File: config.mk
export PLATFORM = sky130hd
export DESIGN_NAME = mem_port1_arbiter
export DESIGN_NICKNAME = d
export VERILOG_FILES = /design/src/rtl/mem_port1_arbiter.sv
export SDC_FILE = /design/constraint.sdc
export NUM_CORES = 1
export LEC_CHECK = 0
export CAP_MARGIN = 20
export CORE_AREA = 2 2 173 175
export DETAILED_ROUTE_END_ITERATION = 12
export DIE_AREA = 0 0 175 177
export HOLD_SLACK_MARGIN = 0.15
export MAX_ROUTING_LAYER = met4
export PLACE_DENSITY = 0.63
export SKIP_CTS_REPAIR_TIMING = 1
export SYNTH_ARGS = -nofsm -noshare
export SYNTH_HDL_FRONTEND = slang
export SYNTH_SLANG_ARGS = --single-unit
File: constraint.sdc
create_clock -name clk -period 3.75 [get_ports clk]
set_clock_uncertainty 0.15 [all_clocks]
set_input_delay 0.9375 -clock clk [delete_from_list [all_inputs] [get_ports clk]]
set_output_delay 0.9375 -clock clk [all_outputs]
set_load 0.01 [all_outputs]
File: src/rtl/mem_port1_arbiter.sv
// rtl/mem_port1_arbiter.sv - port-1 arbiter: fixed priority to m0, starvation-forced grant to m1
module mem_port1_arbiter #(
  parameter int ADR_WIDTH  = 16,
  parameter int DATA_WIDTH = 64,
  parameter int MAX_WAIT   = 4
) (
  input  logic                  clk,
  input  logic                  rst,
  input  logic                  m0_req,
  input  logic                  m0_we,
  input  logic [ADR_WIDTH-1:0]  m0_adr,
  input  logic [DATA_WIDTH-1:0] m0_wdata,
  output logic                  m0_gnt,
  output logic                  m0_rvalid,
  output logic [DATA_WIDTH-1:0] m0_rdata,
  input  logic                  m1_req,
  input  logic                  m1_we,
  input  logic [ADR_WIDTH-1:0]  m1_adr,
  input  logic [DATA_WIDTH-1:0] m1_wdata,
  output logic                  m1_gnt,
  output logic                  m1_rvalid,
  output logic [DATA_WIDTH-1:0] m1_rdata,
  output logic                  mem_we,
  output logic [ADR_WIDTH-1:0]  mem_adr,
  output logic [DATA_WIDTH-1:0] mem_wdata,
  input  logic [DATA_WIDTH-1:0] mem_rdata,
  output logic                  m1_starved
);

  localparam logic [3:0] MAX_WAIT_C = 4'(MAX_WAIT);

  logic [3:0]            wait_cnt_q, wait_cnt_d;
  logic                  m0_rvalid_q, m0_rvalid_d;
  logic                  m1_rvalid_q, m1_rvalid_d;
  logic [DATA_WIDTH-1:0] m0_rdata_q, m0_rdata_d;
  logic [DATA_WIDTH-1:0] m1_rdata_q, m1_rdata_d;
  logic                  starve, m0_win, m1_win;

  always_comb begin
    starve     = (wait_cnt_q == MAX_WAIT_C);
    m1_win     = m1_req && (!m0_req || starve);
    m0_win     = m0_req && !m1_win;
    m0_gnt     = m0_win && !rst;
    m1_gnt     = m1_win && !rst;
    // With no winner the m0 fields are driven; mem_we stays low anyway.
    mem_adr    = m1_win ? m1_adr : m0_adr;
    mem_wdata  = m1_win ? m1_wdata : m0_wdata;
    mem_we     = (m0_gnt && m0_we) || (m1_gnt && m1_we);
    m1_starved = starve && m1_req;

    // A pulse pending from the cycle before reset is suppressed.
    m0_rvalid  = m0_rvalid_q && !rst;
    m1_rvalid  = m1_rvalid_q && !rst;
    m0_rdata   = m0_rdata_q;
    m1_rdata   = m1_rdata_q;

    wait_cnt_d = 4'd0;
    if (m1_req && !m1_gnt) begin
      wait_cnt_d = (wait_cnt_q >= MAX_WAIT_C) ? MAX_WAIT_C : wait_cnt_q + 4'd1;
    end

    m0_rvalid_d = m0_gnt && !m0_we;
    m1_rvalid_d = m1_gnt && !m1_we;
    m0_rdata_d  = m0_rvalid_d ? mem_rdata : m0_rdata_q;
    m1_rdata_d  = m1_rvalid_d ? mem_rdata : m1_rdata_q;
  end

  always_ff @(posedge clk) begin
    if (rst) begin
      wait_cnt_q  <= 4'd0;
      m0_rvalid_q <= 1'b0;
      m1_rvalid_q <= 1'b0;
      m0_rdata_q  <= '0;
      m1_rdata_q  <= '0;
    end else begin
      wait_cnt_q  <= wait_cnt_d;
      m0_rvalid_q <= m0_rvalid_d;
      m1_rvalid_q <= m1_rvalid_d;
      m0_rdata_q  <= m0_rdata_d;
      m1_rdata_q  <= m1_rdata_d;
    end
  end

endmodule

# == Word level (Yosys, flattened, before mapping) ==
# Index checks and enable logic that the tools add are counted.
# word_totals
word_cells,35
inputBits,230
ff_bits,134
output_inout_bits,214
# op_classes
add_sub_neg,1
muxes,3
n_eq_ne,1
reduce_logical,22
bitwise_logic,1
order_cmp,1
# ops
op,count
64-bit 2-to-1 mux,1
16-bit 2-to-1 mux,1
1-bit logical AND,12
1-bit zero test,6
4-bit by 1-bit adder with 4-bit output (second input constant),1
4-bit by 3-bit equality test with 1-bit output (second input constant),1
4-bit by 3-bit greater-or-equal comparator with 1-bit output (second input constant),1
3-bit 2-to-1 mux,1
3-bit OR reduction,1
1-bit logical OR,2
2-bit OR reduction,1
1-bit NOT,1

# == Longest topological paths before layout ==
# Gate-level depths: netlist of the first run.
# depth
ltp_word,8
depth_mapped,8
mapped_depth_nobuf,6

# == Worst setup path after synthesis of the first run ==
# OpenSTA, ideal clock, no wires.
# synth_timing
path_type,input to output
startpoint,in rst
endpoint,out mem_we
n_path_buf,2
path_stages,4
path_slack_ps,799
required_time_ps,2663
arrival_time_ps,1863
path_cell_list,buf_2 > buf_1 > nor3b_2 > a22o_1
# synth_via
elab_chain_len,4
# synth_rtl
element,line,source
"start, declared",8,"input logic rst,"
1-bit zero test,43,m0_gnt = m0_win && !rst;
1-bit logical AND,43,
net m0_gnt,13,"output logic m0_gnt,"
1-bit logical AND,48,mem_we = (m0_gnt && m0_we) || (m1_gnt && m1_we);
1-bit logical OR,48,
"end, declared",23,"output logic mem_we,"
# The timed path passes the listed nets, and every way through them passes these cells.

# == Worst setup path after layout of the first run ==
# layout_timing
startpoint,in m1_req
endpoint,out mem_wdata[32]
# layout_via
elab_chain_len,2
# layout_rtl
element,line,source
"start, declared",16,"input logic m1_req,"
1-bit logical AND,41,m1_win = m1_req && (!m0_req || starve);
64-bit 2-to-1 mux,47,mem_wdata = m1_win ? m1_wdata : m0_wdata;
"end, declared",25,"output logic [DATA_WIDTH-1:0] mem_wdata,"
# Every way passes these cells.

==> reports/qor.log, run 1 <==
[outcome] outcome complete, no violations
[floorplanning] Core Rows 63
[global_routing] first-pass GRT wire length 41.5 mm
[logic_synthesis] share of cell area taken by muxes after synthesis 34.5%
[routing] overall routed net length 30.3 mm
[routing] DRT antenna net count 0
[timing] setup TNS 0 ns
[placement] GPL Wtd Cong 0.928
[timing] count of final hold-check violations 0
[floorplanning] area of the core region 29,200 um^2
[finish] FF/Latch Area 2680 um^2
[logic_synthesis] synthesized area 6560 um^2
[logic_synthesis] Synth Area in XOR/XNOR 0%
[pwr] clock network fraction of design power 42.9%
[logic_synthesis] post-synthesis net count 831
[routing] number of vias per cell 4.15
[logic_synthesis] synthesized area per cell 10.9 um^2
[global_routing] pin count of the biggest net entering global routing 101
[logic_synthesis] dominant cell by count in the synthesized netlist dfxtp_1
[run] max-capacitance violation count 0
[pwr] register share of total power 34.8%
[logic_synthesis] sequential area share after synthesis 40.9%
[global_routing] initial antenna violation count 11
[global_routing] M2 GR Usage 30.0%
[routing] Via Count 6,019
[placement] total half-perimeter wirelength after legalization and detailed placement 23.7 mm
[floorplanning] number of top-level pins 444
[timing] share of the clock period used by the worst path after layout 96.7%
[routing] DRC viols 0
[timing] transition time at the pin with the least slew margin 0.851 ns
[pwr] net switching fraction of the power 25.6%
[floorplanning] Die Outline Area 31,000 um^2
[worst_hold_path] hold crit path type flop to flop
[worst_setup_path] type of element capturing the critical path primary output
[cts] TritonCTS clock tree built
[finish] post-synthesis to final-layout area growth 87.8%
[floorplanning] Initial Util 22.4%
[pwr] internal power 3.25 mW
[cts] Clock Sinks 134
[worst_setup_path] category of the worst setup path launch point primary input
[cts] clock network latency to the later pin of the worst-skew pair 0.41 ns
[routing] first-pass iteration count of the detailed router 4
[logic_synthesis] Yosys Warn Count 0
[cts] CTS Buf Count 17
[pwr] power share of the combinational group 22.4%
[pwr] worst IR drop on VDD 284 uV
[worst_setup_path] worst-path fanout max 8
[pwr] leakage power total 4.86 nW
[global_routing] global-route met3 utilization 8.89%
[placement] input/output buffers 443
[logic_synthesis] top area cells in the synthesized netlist dfxtp_1 41%, mux2_2 16%, nand2b_1 12%, mux2i_1 9.8%, mux2_1 8.4%
[logic_synthesis] combinational family with the most area after synthesis multiplexers
[floorplanning] y dimension of the die 177 um
[logic_synthesis] Cell variety after synth 24
[cts] CTS HTree Levels 4
[worst_setup_path] data required time of the critical path 2.66 ns
[logic_synthesis] share of the synthesized area in the top cell type 40.9%
[logic_synthesis] Simple-Gate Fraction of Synth Area 19.8%
[global_routing] global route overflow 0
[logic_synthesis] compound-cell area share of the yosys netlist 0.439%
[worst_setup_path] Worst EP arrival 2.54 ns
[routing] starting DRC count in detailed routing 291
[routing] WL/cell 20.9 um
[logic_synthesis] Async SR Flop Fraction 0%
[logic_synthesis] predominant post-synthesis flop cell dfxtp_1
[logic_synthesis] cell count after synthesis 599
[logic_synthesis] synthesized-area fraction occupied by adder cells 0.382%
[logic_synthesis] flop and latch count out of synthesis 134
[global_routing] number of global-route vias before repair 6,083
[cts] CTS root buf clkbuf_16
[floorplanning] Die W 175 um
[timing] max-slew violations 0
[timing] tightest hold margin 0.321 ns
[finish] Final #Nets 1,273
[global_routing] M1 GR Usage 22.7%
[pwr] net switching power figure 1.12 mW
[timing] Final Critical Period 3.62 ns
[pwr] PwrDens 355 nW/um^2
[finish] Filler cells 2,808
[finish] share of layout cells above drive strength 1 15.8%
[logic_synthesis] number of enable-type register cells in the synthesized netlist 0
[timing] maximum operating frequency 0.276 GHz
[logic_synthesis] biggest area consumer among synthesized cells dfxtp_1
[logic_synthesis] ranking of synthesized cells by instance count 134 x dfxtp_1, 129 x nand2b_1, 95 x mux2_2
[cts] maximum buffer depth of the clock tree 2
[cts] clock-pin slew reported for the worst setup and hold paths after clock tree synthesis 0.06 ns
[finish] multi-input gate area in the final layout 3670 um^2
[worst_setup_path] kind of critical path primary input to primary output
[timing] unrepaired setup endpoints after global routing false
[global_routing] busiest layer in global routing met2
[timing] number of failing setup endpoints in the final timing report 0
[timing] worst slew margin relative to its limit 43.3%
[global_routing] overall fraction of global-route tracks in use 19.2%
-- per-layer routing --
metal	routed length, um	up-vias
met5	0	-
met4	344	0
met3	2850	15
met1	13200	2839
li1	-	2902
met2	14000	263
-- layout by cell type, fill, tap and decap left out, drive strengths merged --
cell type	synthesis	layout
clkdlybuf4s50	0	405
mux2	144	144
dfxtp	134	134
nand2b	129	129
nor2b	67	67
mux2i	64	64
buf	25	30
dlymetal6s2s	0	29
clkbuf	19	21
inv	3	10
diode	0	7
bufinv	0	4
and3	2	2
ha	2	2
clkinvlp	0	2
a21oi	2	2
nor3b	2	2
nand4b	1	1
nand2	1	1
a22o	1	1
nor4b	1	1
o311a	1	1
clkinv	0	1
conb	1	1
-- per-stage QoR --
stage | area (um^2) | setup slack, ns | power [mW] | cells | utilization (%)
4_1_cts | 12100 | -0.370 | 4.43 | 1439 | 41.3
3_5_place_dp | 11400 | -0.369 | 2.52 | 1407 | 39.1
2_1_floorplan | 6560 | 0.799 | 1.89 | 599 | -
5_1_grt | 12300 | 0.0732 | 4.55 | 1450 | 42.1
6_report | 12300 | 0.125 | 4.37 | 1451 | 42.1
3_3_place_gp | 11400 | -0.316 | 2.52 | 1407 | 39.1
-- power by group through the flow --
| stage | sequential (mW) | clock, mW | combinational (mW) |
|---|---|---|---|
| finish | 1.52 | 1.88 | 0.978 |
| global route | 1.53 | 1.99 | 1.03 |
| CTS | 1.52 | 1.94 | 0.975 |
| detailed placement | 1.55 | 0 | 0.968 |
| global placement | 1.55 | 0 | 0.966 |
| floorplan | 1.58 | 0 | 0.307 |
-- path summary, 6_finish.rpt --
path | slack (ns) | start | endpoint | cells after the start
worst max-delay path | 0.13 | m1_req | mem_wdata[32] | 7
worst min-delay path | 0.32 | m1_rdata[45]$_SDFFE_PP0P_ | m1_rdata[45]$_SDFFE_PP0P_ | 2
worst max register to register | 1.31 | wait_cnt_q[0]$_SDFF_PP0_ | m0_rdata[63]$_SDFFE_PP0P_ | 9
worst min register to register | 0.32 | m1_rdata[45]$_SDFFE_PP0P_ | m1_rdata[45]$_SDFFE_PP0P_ | 2
-- area by class of cell --
type / instances / share of cell area, %
diodes: 7 / 0.142
clock buffers: 18 / 3.57
clock inverters: 14 / 1.71
inverters: 3 / 0.0914
multi-input cells: 418 / 29.8
flip-flops and latches: 134 / 21.8
well taps: 390 / 3.96
repair buffers: 467 / 39.0
-- registers in the layout, summed over array words and instances (netlist names) --
name         flops
m0_rdata        64
wait_cnt_q       4
m1_rdata        64
m0_rvalid_q      1
m1_rvalid_q      1
-- cell families after synthesis --
kind of cell / after synthesis
buffers and inverters: 47
AOI/OAI and AO/OA: 4
DFF: 134
adders and majority gates: 2
muxes: 208
other: 1
and+or+nand+nor: 203
-- critical path, stage by stage --
cell	delay [ns]
clkbuf_2	0.17
nand4b_4	0.16
nand2_8	0.15
buf_12	0.16
buf_12	0.13
mux2_2	0.34
clkdlybuf4s50_1	0.48
No activity file was read; power rests on OpenSTA's default activity.
==> run 2, diff against run 1 <==
- PLACE_DENSITY: 0.63 -> 0.61
==> run 2 against run 1 <==
Compared with the run above:
- the flow now finishes with violations (setup timing)
- largest power group unchanged
- via count is 2.0% higher
- fmax decreased by 5.3%
- global-route usage up 1.5 points
- non-clock buffer count is 1 higher
- largest cell class unchanged
- first-iteration DRC count increased by 7.6%
- sequential power is essentially flat
- critical path type unchanged
- register-to-register slack worse by 0.09 ns
- critical endpoint is now mem_wdata[43]
- clock-buffer cell count increased by 1
- cell count grew 0.28%
- total power shrank 0.60%
- core utilization is 0.28 points higher
==> reports/qor.log, run 2 (synthesized netlist as in run 1, its figures left out) <==
[timing] count of final hold-check violations 0 [unchanged]
[routing] DRT antenna net count 0 [unchanged]
[finish] most common cell after layout, fill and taps aside clkdlybuf4s50_1
[finish] Final #Nets 1,275 [+0.16%]
[routing] first-pass iteration count of the detailed router 4 [unchanged]
[worst_setup_path] launch point of the worst path m0_req
[cts] CTS root buf clkbuf_16
[floorplanning] Core Rows 63 [unchanged]
[cts] maximum buffer depth of the clock tree 2 [unchanged]
[global_routing] initial antenna violation count 16 [+5]
[worst_setup_path] data required time of the critical path 2.66 ns [about the same]
[floorplanning] Die W 175 um [unchanged]
[global_routing] first-pass GRT wire length 43.8 mm [+5.5%]
[global_routing] pin count of the biggest net entering global routing 100 [-0.99%]
[floorplanning] Die Outline Area 31,000 um^2 [unchanged]
[finish] share of layout cells above drive strength 1 15.6% [-0.22 points]
[floorplanning] number of top-level pins 444 [unchanged]
[placement] input/output buffers 443 [unchanged]
[cts] clock network latency to the later pin of the worst-skew pair 0.41 ns [about the same]
[floorplanning] area of the core region 29,200 um^2 [unchanged]
[timing] share of the clock period used by the worst path after layout 102% [+5.5 points]
[finish] Cell Count, Final, Fillers Out 1,455 [+0.28%]
[routing] Via Count 6,141 [+2.0%]
[worst_setup_path] category of the worst setup path launch point primary input
[run] max-capacitance violation count 0 [unchanged]
[timing] number of failing setup endpoints in the final timing report 11 [+11]
[finish] post-synthesis to final-layout area growth 89.1%
[routing] starting DRC count in detailed routing 313 [+7.6%]
[routing] WL/cell 22.4 um [+7.4%]
[routing] number of vias per cell 4.22 [+1.7%]
[worst_setup_path] worst-path fanout max 11 [+3]
[floorplanning] y dimension of the die 177 um [unchanged]
[worst_hold_path] launch instance of the worst min-delay path m1_rdata[23]$_SDFFE_PP0P_
[placement] GPL Wtd Cong 0.882 [-5.0%]
[pwr] worst IR drop on VDD 188 uV [-34%]
[timing] final worst slack -0.0794 ns [-0.205 ns]
[cts] clock-pin slew reported for the worst setup and hold paths after clock tree synthesis 0.06 ns [about the same]
[placement] number of cells after detailed placement 1,409 [+0.14%]
[timing] max-slew violations 0 [unchanged]
[cts] CTS Buf Count 17 [unchanged]
[cts] Clock Sinks 134 [unchanged]
[placement] total half-perimeter wirelength after legalization and detailed placement 26.2 mm [+10%]
[timing] setup TNS -0.767 ns [-0.767 ns]
[worst_setup_path] type of element capturing the critical path primary output
[global_routing] global route overflow 0 [unchanged]
[pwr] leakage power total 5.23 nW [+7.5%]
[cts] TritonCTS clock tree built
[timing] unrepaired setup endpoints after global routing true
[global_routing] overall fraction of global-route tracks in use 20.7% [+1.5 points]
[worst_setup_path] Worst EP arrival 2.74 ns [+0.20 ns]
[timing] maximum operating frequency 0.261 GHz [-5.3%]
[worst_hold_path] hold crit path type flop to flop
[cts] CTS HTree Levels 4 [unchanged]
[floorplanning] Initial Util 22.4% [unchanged]
[finish] commonest cells after routing, fill and taps aside 370 x clkdlybuf4s50_1, 134 x dfxtp_1, 128 x nand2b_1
[outcome] violations in the final reports setup timing
[timing] Final Critical Period 3.83 ns [+0.205 ns]
[pwr] PwrDens 351 nW/um^2 [-1.3%]
[routing] DRC viols 0 [unchanged]
[timing] transition time at the pin with the least slew margin 0.838 ns [-0.0125 ns]
[outcome] outcome complete, but fails checks
[global_routing] number of global-route vias before repair 6,158 [+1.2%]
[worst_setup_path] kind of critical path primary input to primary output
[routing] overall routed net length 32.7 mm [+7.7%]
[timing] worst slew margin relative to its limit 44.1% [+0.83 points]
[worst_setup_path] launch instance of the worst register-to-register path wait_cnt_q[0]$_SDFF_PP0_
-- run 2: cell count changes in the layout (fill, tap and decap cells not counted), moves of 2 or more --
| cell | change |
|---|---|
| buf_6 | -3 |
| diode_2 | +2 |
| buf_4 | +4 |
| buf_12 | -4 |
| clkdlybuf4s50_1 | -35 |
| inv_8 | -2 |
| dlymetal6s2s_1 | +39 |
-- run 2: area by class of cell --
type / count / area [um^2]
Clock inverter: 13 / 194
Clock buffer: 19 / 443
Multi-Input combinational cell: 419 / 3690
Sequential cell: 134 / 2680
Tap cell: 390 / 488
Antenna cell: 9 / 22.5
Fill cell: 2831 / 16800
Inverter: 3 / 11.3
Timing Repair Buffer: 468 / 4870
-- run 2: metal layers --
layer  up-vias  track usage, %  wire length (um)
li1       2907               -                 -
met1      2919            25.1             14100
met2       285            33.2             15200
met3        30            7.26              2810
met4         0            4.72               522
met5         -               -                 0
-- run 2: path summary, 6_finish.rpt --
check | to | slack (ns) | cells after the start
setup / recovery | mem_wdata[43] | -0.08 | 6
hold / removal | m1_rdata[23]$_SDFFE_PP0P_ | 0.32 | 2
setup reg to reg | m0_rdata[16]$_SDFFE_PP0P_ | 1.22 | 9
hold reg to reg | m1_rdata[23]$_SDFFE_PP0P_ | 0.32 | 2
-- run 2: through the flow --
step / total power [mW] / area (um^2) / setup WS, ns / hold WS [ns] / util, %
3_3_place_gp: 2.53 / 11500 / -0.384 / 0.308 / 39.2
2_1_floorplan: 1.89 / 6560 / 0.799 / 0.343 / -
6_report: 4.35 / 12400 / -0.0794 / 0.322 / 42.4
4_1_cts: 4.42 / 12100 / -0.405 / 0.325 / 41.3
3_5_place_dp: 2.53 / 11500 / -0.392 / 0.311 / 39.2
5_1_grt: 4.52 / 12400 / -0.130 / 0.337 / 42.4
-- run 2: critical path, stage by stage --
cell             delay [ns]
clkdlybuf4s50_1        0.44
nand2b_4               0.22
nand2_8                0.14
buf_6                  0.17
mux2_2                 0.34
clkdlybuf4s50_1        0.48
-- run 2: power breakdown --
group          total [mW]  internal [mW]  switching, mW
combinational       0.973          0.600          0.373
sequential           1.52           1.49         0.0317
clock                1.85           1.15          0.708
==> run 3, diff against run 2 <==
- PLACE_DENSITY: 0.61 -> 0.59
- SLEW_MARGIN: not set -> 15
==> run 3 against run 2 <==
Compared with the run above:
- the flow now finishes without violations
- sequential power hardly changed
- first-iteration DRC count fell by 17%
- non-clock buffer count grew 6
- sequential cell count did not move
- cell count rose by 0.27%
- combinational power is 4% higher
- worst hold slack gained 0.00087 ns
- critical path type unchanged
- total power fell by 2.0%
==> reports/qor.log, run 3 (synthesized netlist as in run 1, its figures left out) <==
[outcome] outcome complete, no violations
[worst_hold_path] launch instance of the worst min-delay path m1_rdata[34]$_SDFFE_PP0P_
[routing] number of vias per cell 4.14 [-1.9%]
[worst_setup_path] launch instance of the worst register-to-register path wait_cnt_q[0]$_SDFF_PP0_
[worst_setup_path] worst-path fanout max 9 [-2]
[worst_setup_path] crit-path cells dlymetal6s2s_1, nand4b_4, nand2_8, buf_4, clkbuf_16, mux2_2, clkdlybuf4s50_1
[timing] transition time at the pin with the least slew margin 0.809 ns [-0.0291 ns]
[cts] clock network latency to the later pin of the worst-skew pair 0.41 ns [about the same]
[placement] GPL Wtd Cong 0.900 [+2.1%]
[timing] count of final hold-check violations 0 [unchanged]
[worst_hold_path] hold crit path type flop to flop
[placement] input/output buffers 443 [unchanged]
[timing] share of the clock period used by the worst path after layout 99.2% [-2.9 points]
[worst_setup_path] launch point of the worst path m1_req
[cts] TritonCTS clock tree built
[routing] DRT antenna net count 0 [unchanged]
[global_routing] overall fraction of global-route tracks in use 21.1% [+0.39 points]
[routing] Via Count 6,042 [-1.6%]
[worst_setup_path] Max stage delay on crit path 0.50 ns [+0.02 ns]
[global_routing] global route overflow 0 [unchanged]
[floorplanning] area of the core region 29,200 um^2 [unchanged]
[finish] post-route core utilization 42.4% [about the same]
[finish] share of layout cells above drive strength 1 16.1% [+0.49 points]
[worst_setup_path] category of the worst setup path launch point primary input
[finish] multi-input gate area in the final layout 3670 um^2 [-0.64%]
[cts] CTS root buf clkbuf_16
[worst_setup_path] data required time of the critical path 2.66 ns [about the same]
[finish] commonest cells after routing, fill and taps aside 408 x clkdlybuf4s50_1, 134 x dfxtp_1, 128 x nand2b_1
[worst_setup_path] kind of critical path primary input to primary output
[worst_setup_path] type of element capturing the critical path primary output
[finish] Layout Cell Area excl Fill 12,400 um^2 [about the same]
[cts] CTS HTree Levels 4 [unchanged]
[floorplanning] Initial Util 22.4% [unchanged]
[worst_setup_path] flop-to-flop setup slack 1.33 ns [+0.11 ns]
[cts] Clock Sinks 134 [unchanged]
[timing] number of failing setup endpoints in the final timing report 0 [-11]
[finish] post-synthesis to final-layout area growth 88.9% [about the same]
[routing] starting DRC count in detailed routing 260 [-17%]
[timing] max-slew violations 0 [unchanged]
[pwr] PwrDens 344 nW/um^2 [-1.9%]
[floorplanning] y dimension of the die 177 um [unchanged]
[finish] Final #Nets 1,280 [+0.39%]
[timing] final worst slack 0.0298 ns [+0.109 ns]
[global_routing] initial antenna violation count 9 [-7]
[global_routing] pin count of the biggest net entering global routing 98 [-2.0%]
[worst_setup_path] number of buffers and inverters on the critical path 4 [+1]
[cts] clock-pin slew reported for the worst setup and hold paths after clock tree synthesis 0.06 ns [about the same]
[placement] total half-perimeter wirelength after legalization and detailed placement 26.6 mm [+1.8%]
[worst_setup_path] cell with the largest stage delay on the worst path clkdlybuf4s50_1
[timing] worst slew margin relative to its limit 46.0% [+1.9 points]
[cts] CTS Buf Count 17 [unchanged]
[routing] WL/cell 23.3 um [+3.6%]
[floorplanning] Core Rows 63 [unchanged]
[worst_setup_path] Worst EP arrival 2.63 ns [-0.11 ns]
[worst_setup_path] family with the most delay on the worst path buffers and inverters
[cts] maximum buffer depth of the clock tree 2 [unchanged]
[run] max-capacitance violation count 0 [unchanged]
[finish] FF/Latch Area 2680 um^2 [unchanged]
[timing] maximum operating frequency 0.269 GHz [+2.9%]
[routing] first-pass iteration count of the detailed router 4 [unchanged]
[global_routing] first-pass GRT wire length 44.5 mm [+1.6%]
[pwr] overall power 4.26 mW [-2.0%]
[global_routing] number of global-route vias before repair 6,213 [+0.89%]
[floorplanning] Die W 175 um [unchanged]
[placement] Placement Cell Area 11,500 um^2 [about the same]
[floorplanning] number of top-level pins 444 [unchanged]
[finish] most common cell after layout, fill and taps aside clkdlybuf4s50_1
[timing] setup TNS 0 ns [+0.767 ns]
[floorplanning] Die Outline Area 31,000 um^2 [unchanged]
[placement] Place WS -0.309 ns [+0.0835 ns]
[routing] overall routed net length 33.9 mm [+3.9%]
[pwr] worst IR drop on VDD 209 uV [+11%]
[pwr] leakage power total 4.90 nW [-6.3%]
[finish] Filler cells 2,827 [-0.14%]
[timing] Final Critical Period 3.72 ns [-0.109 ns]
[routing] DRC viols 0 [unchanged]
run 3: worst register-to-register path: stages, from the launching register on:
cell      delay, ns
dfxtp_1        0.33
inv_1          0.06
ha_1           0.23
nand4b_4       0.14
buf_4          0.15
inv_2          0.04
buf_4          0.14
nor4b_4        0.38
buf_12         0.30
mux2_2         0.40
run 3: routing by layer:
metal  GRT usage (%)  part of all wire [%]  up-vias
met5               -                     0        -
met4            6.77                   2.7        0
met3            7.65                   8.2       29
met2            33.8                    47      261
met1            24.6                    42     2841
li1                -                     -     2911
run 3: worst paths after layout:
| kind | to | cells after the start |
|---|---|---|
| setup / recovery | mem_wdata[52] | 7 |
| hold reg to reg | m1_rdata[34]$_SDFFE_PP0P_ | 2 |
| setup reg to reg | m0_rdata[25]$_SDFFE_PP0P_ | 9 |
| hold / removal | m1_rdata[34]$_SDFFE_PP0P_ | 2 |
run 3: through the flow:
step,hold slack [ns],cells
floorplan,0.343,599
global placement,0.308,1407
detailed placement,0.312,1407
CTS,0.323,1439
global route,0.339,1457
finish,0.323,1459
run 3: cell type report:
type,instances,share of cell area (%)
antenna,8,0.162
clock buffer,17,3.43
clock inverter,15,1.35
inverter,3,0.0909
multi-input combinational,418,29.6
sequential,134,21.7
tap,390,3.94
timing repair buffer,474,39.8
run 3: where the power goes:
group	switching [mW]	leakage (nW)	internal (mW)
Combinational	0.387	3.51	0.625
Clock	0.732	0.290	0.999
Sequential	0.0309	1.09	1.49
